<file path="config.mk">
export PLATFORM = sky130hd
export DESIGN_NAME = multicycle_control_fsm
export DESIGN_NICKNAME = d
export VERILOG_FILES = /design/src/rtl/multicycle_control_fsm.sv
export SDC_FILE = /design/constraint.sdc
export NUM_CORES = 1
export LEC_CHECK = 0
export BUFFER_PORTS_ARGS = -buffer_cell sky130_fd_sc_hd__clkbuf_2
export CAP_MARGIN = 20
export CELL_PAD_IN_SITES_DETAIL_PLACEMENT = 0
export CELL_PAD_IN_SITES_GLOBAL_PLACEMENT = 2
export CORE_MARGIN = 2
export CORE_UTILIZATION = 24
export CTS_CLUSTER_SIZE = 20
export DETAILED_ROUTE_END_ITERATION = 16
export PLACE_DENSITY = 0.83
export SLEW_MARGIN = 20
export SYNTH_ARGS = -nofsm -noshare
export SYNTH_HDL_FRONTEND = slang
export SYNTH_SLANG_ARGS = --single-unit
</file>
<file path="constraint.sdc">
create_clock -name clk -period 2.1 [get_ports clk]
set_input_delay 0.42 -clock clk [delete_from_list [all_inputs] [get_ports clk]]
set_output_delay 0.42 -clock clk [all_outputs]
set_load 0.005 [all_outputs]
</file>
<file path="src/rtl/multicycle_control_fsm.sv">
// Multi-cycle MIPS control sequencer: registered state, control outputs decoded combinationally from it.
// Latency: R/I/sw 4, lw 5, branch/jump 3 cycles; each MemReady-low cycle in a memory state adds one stall.
module multicycle_control_fsm (
    input  logic       clk,
    input  logic       reset,
    input  logic [5:0] OP,
    input  logic       Zero,
    input  logic       MemReady,
    output logic       PCWrite,
    output logic       IorD,
    output logic       MemRead,
    output logic       MemWrite,
    output logic       IRWrite,
    output logic       MemtoReg,
    output logic       RegDst,
    output logic       RegWrite,
    output logic       ALUSrcA,
    output logic [1:0] ALUSrcB,
    output logic [2:0] ALUOp,
    output logic [1:0] PCSource,
    output logic       IllegalOp,
    output logic [3:0] State
);
    localparam logic [3:0] FETCH    = 4'd0;
    localparam logic [3:0] DECODE   = 4'd1;
    localparam logic [3:0] MEMADDR  = 4'd2;
    localparam logic [3:0] MEMREAD  = 4'd3;
    localparam logic [3:0] MEMWB    = 4'd4;
    localparam logic [3:0] MEMWRITE = 4'd5;
    localparam logic [3:0] EXEC_R   = 4'd6;
    localparam logic [3:0] RWB      = 4'd7;
    localparam logic [3:0] EXEC_I   = 4'd8;
    localparam logic [3:0] IWB      = 4'd9;
    localparam logic [3:0] BRANCH   = 4'd10;
    localparam logic [3:0] JUMP     = 4'd11;

    localparam logic [5:0] OP_R    = 6'h00;
    localparam logic [5:0] OP_J    = 6'h02;
    localparam logic [5:0] OP_BEQ  = 6'h04;
    localparam logic [5:0] OP_BNE  = 6'h05;
    localparam logic [5:0] OP_ADDI = 6'h08;
    localparam logic [5:0] OP_ANDI = 6'h0C;
    localparam logic [5:0] OP_ORI  = 6'h0D;
    localparam logic [5:0] OP_LUI  = 6'h0F;
    localparam logic [5:0] OP_LW   = 6'h23;
    localparam logic [5:0] OP_SW   = 6'h2B;

    typedef struct packed {
        logic       pc_write;
        logic       iord;
        logic       mem_read;
        logic       mem_write;
        logic       ir_write;
        logic       mem_to_reg;
        logic       reg_dst;
        logic       reg_write;
        logic       alu_src_a;
        logic [1:0] alu_src_b;
        logic [2:0] alu_op;
        logic [1:0] pc_source;
        logic       illegal_op;
    } ctl_t;

    logic [3:0] state_q, state_d;
    ctl_t       ctl;
    ctl_t       ctl_gated;

    always_ff @(posedge clk or negedge reset) begin
        if (!reset) state_q <= FETCH;
        else        state_q <= state_d;
    end

    always_comb begin
        ctl     = '0;
        state_d = FETCH;
        case (state_q)
            FETCH: begin
                ctl.mem_read  = 1'b1;
                ctl.alu_src_b = 2'b01;
                // Mealy: PC and IR load in the same cycle memory returns the instruction
                ctl.ir_write  = MemReady;
                ctl.pc_write  = MemReady;
                state_d       = MemReady ? DECODE : FETCH;
            end
            DECODE: begin
                ctl.alu_src_b = 2'b11;
                case (OP)
                    OP_LW, OP_SW:                      state_d = MEMADDR;
                    OP_R:                              state_d = EXEC_R;
                    OP_ADDI, OP_ANDI, OP_ORI, OP_LUI:  state_d = EXEC_I;
                    OP_BEQ, OP_BNE:                    state_d = BRANCH;
                    OP_J:                              state_d = JUMP;
                    default:                           ctl.illegal_op = 1'b1;
                endcase
            end
            MEMADDR: begin
                ctl.alu_src_a = 1'b1;
                ctl.alu_src_b = 2'b10;
                state_d       = (OP == OP_LW) ? MEMREAD : MEMWRITE;
            end
            MEMREAD: begin
                ctl.iord     = 1'b1;
                ctl.mem_read = 1'b1;
                state_d      = MemReady ? MEMWB : MEMREAD;
            end
            MEMWB: begin
                ctl.mem_to_reg = 1'b1;
                ctl.reg_write  = 1'b1;
            end
            MEMWRITE: begin
                ctl.iord      = 1'b1;
                ctl.mem_write = 1'b1;
                state_d       = MemReady ? FETCH : MEMWRITE;
            end
            EXEC_R: begin
                ctl.alu_src_a = 1'b1;
                ctl.alu_op    = 3'b111;
                state_d       = RWB;
            end
            RWB: begin
                ctl.reg_dst   = 1'b1;
                ctl.reg_write = 1'b1;
            end
            EXEC_I: begin
                ctl.alu_src_a = 1'b1;
                ctl.alu_src_b = 2'b10;
                case (OP)
                    OP_ADDI: ctl.alu_op = 3'b010;
                    OP_ANDI: ctl.alu_op = 3'b100;
                    OP_ORI:  ctl.alu_op = 3'b101;
                    OP_LUI:  ctl.alu_op = 3'b110;
                    default: ctl.alu_op = 3'b000;
                endcase
                state_d = IWB;
            end
            IWB: ctl.reg_write = 1'b1;
            BRANCH: begin
                ctl.alu_src_a = 1'b1;
                ctl.alu_op    = 3'b001;
                ctl.pc_source = 2'b01;
                ctl.pc_write  = ((OP == OP_BEQ) && Zero) || ((OP == OP_BNE) && !Zero);
            end
            JUMP: begin
                ctl.pc_source = 2'b10;
                ctl.pc_write  = 1'b1;
            end
            default: ctl = '0;
        endcase
    end

    // Reset also masks the Mealy FETCH terms, so outputs drop the moment reset asserts
    assign ctl_gated = reset ? ctl : '0;

    assign PCWrite   = ctl_gated.pc_write;
    assign IorD      = ctl_gated.iord;
    assign MemRead   = ctl_gated.mem_read;
    assign MemWrite  = ctl_gated.mem_write;
    assign IRWrite   = ctl_gated.ir_write;
    assign MemtoReg  = ctl_gated.mem_to_reg;
    assign RegDst    = ctl_gated.reg_dst;
    assign RegWrite  = ctl_gated.reg_write;
    assign ALUSrcA   = ctl_gated.alu_src_a;
    assign ALUSrcB   = ctl_gated.alu_src_b;
    assign ALUOp     = ctl_gated.alu_op;
    assign PCSource  = ctl_gated.pc_source;
    assign IllegalOp = ctl_gated.illegal_op;
    assign State     = state_q;
endmodule
</file>
==> results of run 1 <==
layout make-up:
| cell class | instances | area share [%] |
|---|---|---|
| tap | 31 | 3.990 |
| multi-input combinational | 88 | 59.33 |
| inverter | 4 | 1.544 |
| clock buffer | 3 | 2.317 |
| sequential | 4 | 10.42 |
| timing repair buffer | 39 | 22.39 |
power by group through the flow:
stage / Sequential, mW / Clock (mW) / Combinational, mW
finish: 0.120 / 0.0931 / 0.494
global route: 0.122 / 0.110 / 0.544
CTS: 0.118 / 0.0994 / 0.487
detailed placement: 0.117 / 0 / 0.482
global placement: 0.116 / 0 / 0.480
floorplan: 0.127 / 0 / 0.294
placed cells by master, fill, tap and decap left out, types with 4 or more instances in the layout:
cell type  Yosys  layout
a21oi_1        7       7
nor2_1        10      10
buf_4          0       9
nand2_1        8       8
nand2b_1       6       5
o21ai_0        8       8
clkbuf_2       0      30
nor2b_1        5       4
worst max-delay path, stage by stage (launching register included):
cell and delay (ns):
dfrtp_1 0.36, or2_1 0.24, or3_1 0.32, a21oi_1 0.20
a41o_1 0.12, clkbuf_2 0.11
final timing paths:
| kind | start | depth (start not counted) | end |
|---|---|---|---|
| max | State[1] | 5 | PCWrite |
| max in group asynchronous | reset | 1 | State[3] |
| min in group clk | OP[5] | 3 | State[3] |
| min reg2reg | State[2] | 2 | State[3] |
| min | reset | 1 | State[2] |
| max reg2reg | State[1] | 4 | State[0] |
layer usage:
layer | track usage (%) | share of wire (%) | wire (µm)
met4 | 1.948 | 0 | 0
met3 | 2.637 | 6.7 | 157
met5 | 0 | 0 | 0
met2 | 21.75 | 47 | 1087
met1 | 20.19 | 47 | 1084
kinds of logic (layout without fill, tap and decap cells):
group / after synthesis / count (layout)
AO/OA/AOI/OAI: 29 / 29
XOR/XNOR: 3 / 3
flip-flops: 4 / 4
AND/OR/NAND/NOR: 55 / 55
multiplexers: 1 / 1
buffers and inverters: 13 / 46
Yosys cell counts (3+ instances only):
master,count
nor2b_1,5
nor3_1,3
o21ai_0,8
dfrtp_1,4
nor3b_1,3
buf_2,6
nor2_1,10
nor4_1,3
nand2_1,8
a21oi_1,7
inv_1,3
nand3b_1,3
nand2b_1,6
==> out/summary.txt, run 1 <==
Area Overhead vs Synth -> 34.20%
Worst relative slew slack -> 78.24%
First-pass GRT wire length -> 3781 µm
Fin util -> 34.66%
Final WL -> 2330 µm
Area share of fa/ha/maj cells after synthesis -> 0%
# IOs -> 31
Area of the die -> 3474 µm²
Top_reg_cell synth -> dfrtp_1
Most area-hungry cell type in the Yosys netlist -> dfrtp_1
Total GRT Usage -> 13.88%
Layout cells sized above 1 -> 36.96%
Sequential area share after synthesis -> 13.82%
Total chip power -> 0.7074 mW
Largest net degree at the start of global routing -> 19
Remaining antenna violation count -> 0
Tightest Pin Transition -> 0.3222 ns
Gpl congestion -> 0.8370
Initial antenna violation count -> 0
Post-synthesis mux area share -> 1.382%
CTS Buf Count -> 3
Setup Slack @ Placement -> 0.1475 ns
WL per Instance -> 13.79 µm
Slew Viols, Final -> 0
Async SR Flop Fraction -> 100.0%
Ys Warns -> 0
# Post-CTS Setup Buffers -> 0
Max FFs per register -> 4
Syn Inst Count -> 105
TritonCTS clock tree -> done
Synth Area in XOR/XNOR -> 3.627%
Non-Filler Instances -> 169
CP Launch Type -> flop
Skew final -> 0.001924 ns
CORE AREA -> 2805 µm²
Vias per std cell -> 5.361
WP data required -> 1.68 ns
Fin crit share -> 94.69%
Starting Density -> 25.83%
DP Wirelength -> 1820 µm
Kind of critical path -> flop to primary output
Outcome -> finished with violations
R2R setup slack -> 0.53 ns
Min cycle time layout -> 1.988 ns
#FFs+latches synth -> 4
PD cells -> 727.6 nW/µm²
PostCTS Resize Cnt -> 2
Layout Nets -> 150
Vias in the first global route -> 780
H-tree depth -> 1
Sw frac -> 45.27%
Syn nets -> 115
DP Area -> 932.1 µm²
Dpl cells -> 166
Synth cell types -> 41
CTS Buffer Depth -> 2
Setup TNS -> 0 ns
Failing checks -> design-rule violations
Yosys top cell area share -> 13.82%
Vias -> 906
Clock share of power -> 13.2%
Final hold slack -> 0.04886 ns
Core Rows -> 19
Setup violations, final -> 0
Die H -> 58.94 µm
Post-synthesis average cell area -> 6.899 µm²
Post-synth EDFFs -> 0
Clock root buffer -> clkbuf_4
Switching power total -> 0.3202 mW
CP Capture Type -> primary output
HP Class -> primary input to async pin
Largest cells by area after synthesis -> dfrtp_1 (14%), o21ai_0 (5.5%), nand2b_1 (5.2%)
Main combinational cell family by area after synthesis -> simple AND/OR/NAND/NOR gates
Reg clk slew, reported paths -> 0.04 ns
Final hold vios -> 0
Die X -> 58.94 µm
Post-route DRC violation count -> 3
Sequential power share -> 17.0%
Filler Cell Count -> 316
VDD IR-drop max -> 0.0003001 V
Data arrival time of the critical path -> 1.57 ns
Drt pass-1 iters -> 10
Sequential cell area -> 101.3 µm²
Combinational share of power -> 69.9%
Clock Latency Late Sink -> 0.23 ns
Cell Area, Synth -> 724.4 µm²
Grt total ovfl -> 0
DR iter-0 viols -> 53
Post-synthesis compound-gate area fraction -> 25.91%
Multi-input gate area -> 576.8 µm²
RSZ-0062 raised after global routing -> no
Antenna diodes -> 0
Post-CTS Hold Buffers -> 0
Final worst-path setup slack -> 0.1115 ns
CP max FO -> 2
Clock Sinks -> 4
F_max -> 502.9 MHz
Internal -> 0.3872 mW
Post-synthesis simple-gate area fraction -> 46.46%
Final Cell Area -> 972.2 µm²
Leak -> 0.4546 nW
IO Port Bufs -> 30
Maxcap violations -> 0
Power figures use the tool's default switching activity.
==> run 2, diff against run 1 <==
- CORE_ASPECT_RATIO: not set -> 2
==> run 2 against run 1 <==
Effect of this change: the flow now finishes without violations; first-iteration DRC count shrank 77%; wire length grew 5.5%; critical path depth shrank 1; clock skew grew 0.0039 ns; non-clock buffer count grew 3; highest routed layer unchanged; worst setup slack lost 0.044 ns; final area grew 4.2%; register-to-register slack lost 0.10 ns.
==> out/summary.txt, run 2 (synthesis results as in run 1) <==
PD cells -> 777.6 nW/µm²
Multi-input gate area -> 579.3 µm²
F_max -> 492.0 MHz
Reg clk slew, reported paths -> 0.03 ns
Data arrival time of the critical path -> 1.61 ns
Slew Viols, Final -> 0
Core Rows -> 28
Skew final -> 0.005774 ns
Commonest non-fill, non-tap cell in the layout -> clkbuf_2
CTS Buffer Depth -> 2
Sequential cell area -> 100.1 µm²
Setup TNS -> 0 ns
Vias per std cell -> 5.164
Drt pass-1 iters -> 4
Layout Nets -> 153
Die X -> 42.85 µm
Fin crit share -> 96.79%
Max FFs per register -> 4
CP delay by family, top -> simple AND/OR/NAND/NOR gates
CP max stage delay -> 0.53 ns
Final WL -> 2459 µm
Area Overhead vs Synth -> 39.90%
Clock share of power -> 20.8%
DP Wirelength -> 2039 µm
Remaining antenna violation count -> 0
DR iter-0 viols -> 12
First-pass GRT wire length -> 3891 µm
CP max FO -> 4
Worst path slowest cell -> or4b_4
Min cycle time layout -> 2.033 ns
Setup violations, final -> 0
Switching power total -> 0.3311 mW
# IOs -> 31
Clock Sinks -> 4
Clock Latency Late Sink -> 0.22 ns
Internal -> 0.4570 mW
Gpl congestion -> 0.8500
Largest net degree at the start of global routing -> 18
CTS Buf Count -> 3
WL per Instance -> 14.38 µm
Most frequent cells in the layout -> clkbuf_2 (30), buf_4 (12), nor2_1 (10)
WP data required -> 1.68 ns
Post-route DRC violation count -> 0
Final hold vios -> 0
Grt total ovfl -> 0
Final hold slack -> 0.1759 ns
Filler Cell Count -> 336
Worst path depth -> 4
Die H -> 81.70 µm
Setup Slack @ Placement -> 0.1025 ns
Sw frac -> 42.01%
CP Capture Type -> primary output
Post-CTS Hold Buffers -> 0
Vias in the first global route -> 867
R2R depth -> 5
TritonCTS clock tree -> done
H-tree depth -> 1
Buffers & Inverters on Critical Path -> 1
Fin util -> 34.85%
Combinational share of power -> 64.9%
Total GRT Usage -> 14.27%
Leak -> 0.4795 nW
Worst relative slew slack -> 75.34%
Vias -> 883
Tightest Pin Transition -> 0.3651 ns
HP Class -> primary input to async pin
Starting Density -> 24.91%
CORE AREA -> 2908 µm²
Maxcap violations -> 0
Crit path cell chain -> nand2b_2, or4b_4, a21oi_2, clkbuf_2
Area of the die -> 3501 µm²
Kind of critical path -> flop to primary output
Final worst-path setup slack -> 0.06743 ns
Antenna diodes -> 0
Layout cells sized above 1 -> 39.01%
VDD IR-drop max -> 0.0003915 V
Sequential power share -> 14.4%
RSZ-0062 raised after global routing -> no
Outcome -> finished, final reports clean
Clock root buffer -> clkbuf_8
Initial antenna violation count -> 0
IO Port Bufs -> 30
CP Launch Type -> flop
[run 2: final cells by class]
cell class | count | area share [%]
repair buffers | 42 | 23.70
inverters | 4 | 1.481
flip-flops and latches | 4 | 9.877
multi-input cells | 88 | 57.16
well taps | 30 | 3.704
clock buffers | 3 | 4.074
[run 2: metrics by stage]
step / cells / total power [mW] / area [µm²]
3_5_place_dp: 168 / 0.6180 / 953.4
6_report: 171 / 0.7880 / 1013
4_1_cts: 171 / 0.7861 / 994.7
2_1_floorplan: 105 / 0.4203 / 724.4
3_3_place_gp: 168 / 0.6130 / 953.4
5_1_grt: 171 / 0.8542 / 1013
[run 2: layer usage]
layer / up-vias / global-route usage, % / wire (µm)
li1: 454 / - / -
met1: 407 / 14.17 / 823
met2: 22 / 29.70 / 1520
met3: 0 / 2.637 / 115
met4: 0 / 1.875 / 0
met5: - / 0 / 0
[run 2: final timing paths]
check / from / endpoint / slack, ns
max: State[2] / ALUOp[0] / 0.07
min reg2reg: State[3] / State[3] / 0.66
min: reset / State[2] / 0.18
max in group asynchronous: reset / State[3] / 1.80
min in group clk: OP[1] / State[0] / 0.60
max reg2reg: State[3] / State[2] / 0.43
[run 2: what timing repair did]
action / CTS / global route
setup buffers: 0 / 0
hold endpoints to repair: 0 / 0
resized for setup: 0 / 5
setup endpoints to repair: 0 / 3
[run 2: power groups by stage]
| stage | registers, mW | clock network [mW] | logic [mW] |
|---|---|---|---|
| global route | 0.116 | 0.170 | 0.568 |
| finish | 0.113 | 0.164 | 0.511 |
| CTS | 0.113 | 0.166 | 0.507 |
| floorplan | 0.127 | 0 | 0.294 |
| detailed placement | 0.114 | 0 | 0.504 |
| global placement | 0.113 | 0 | 0.500 |
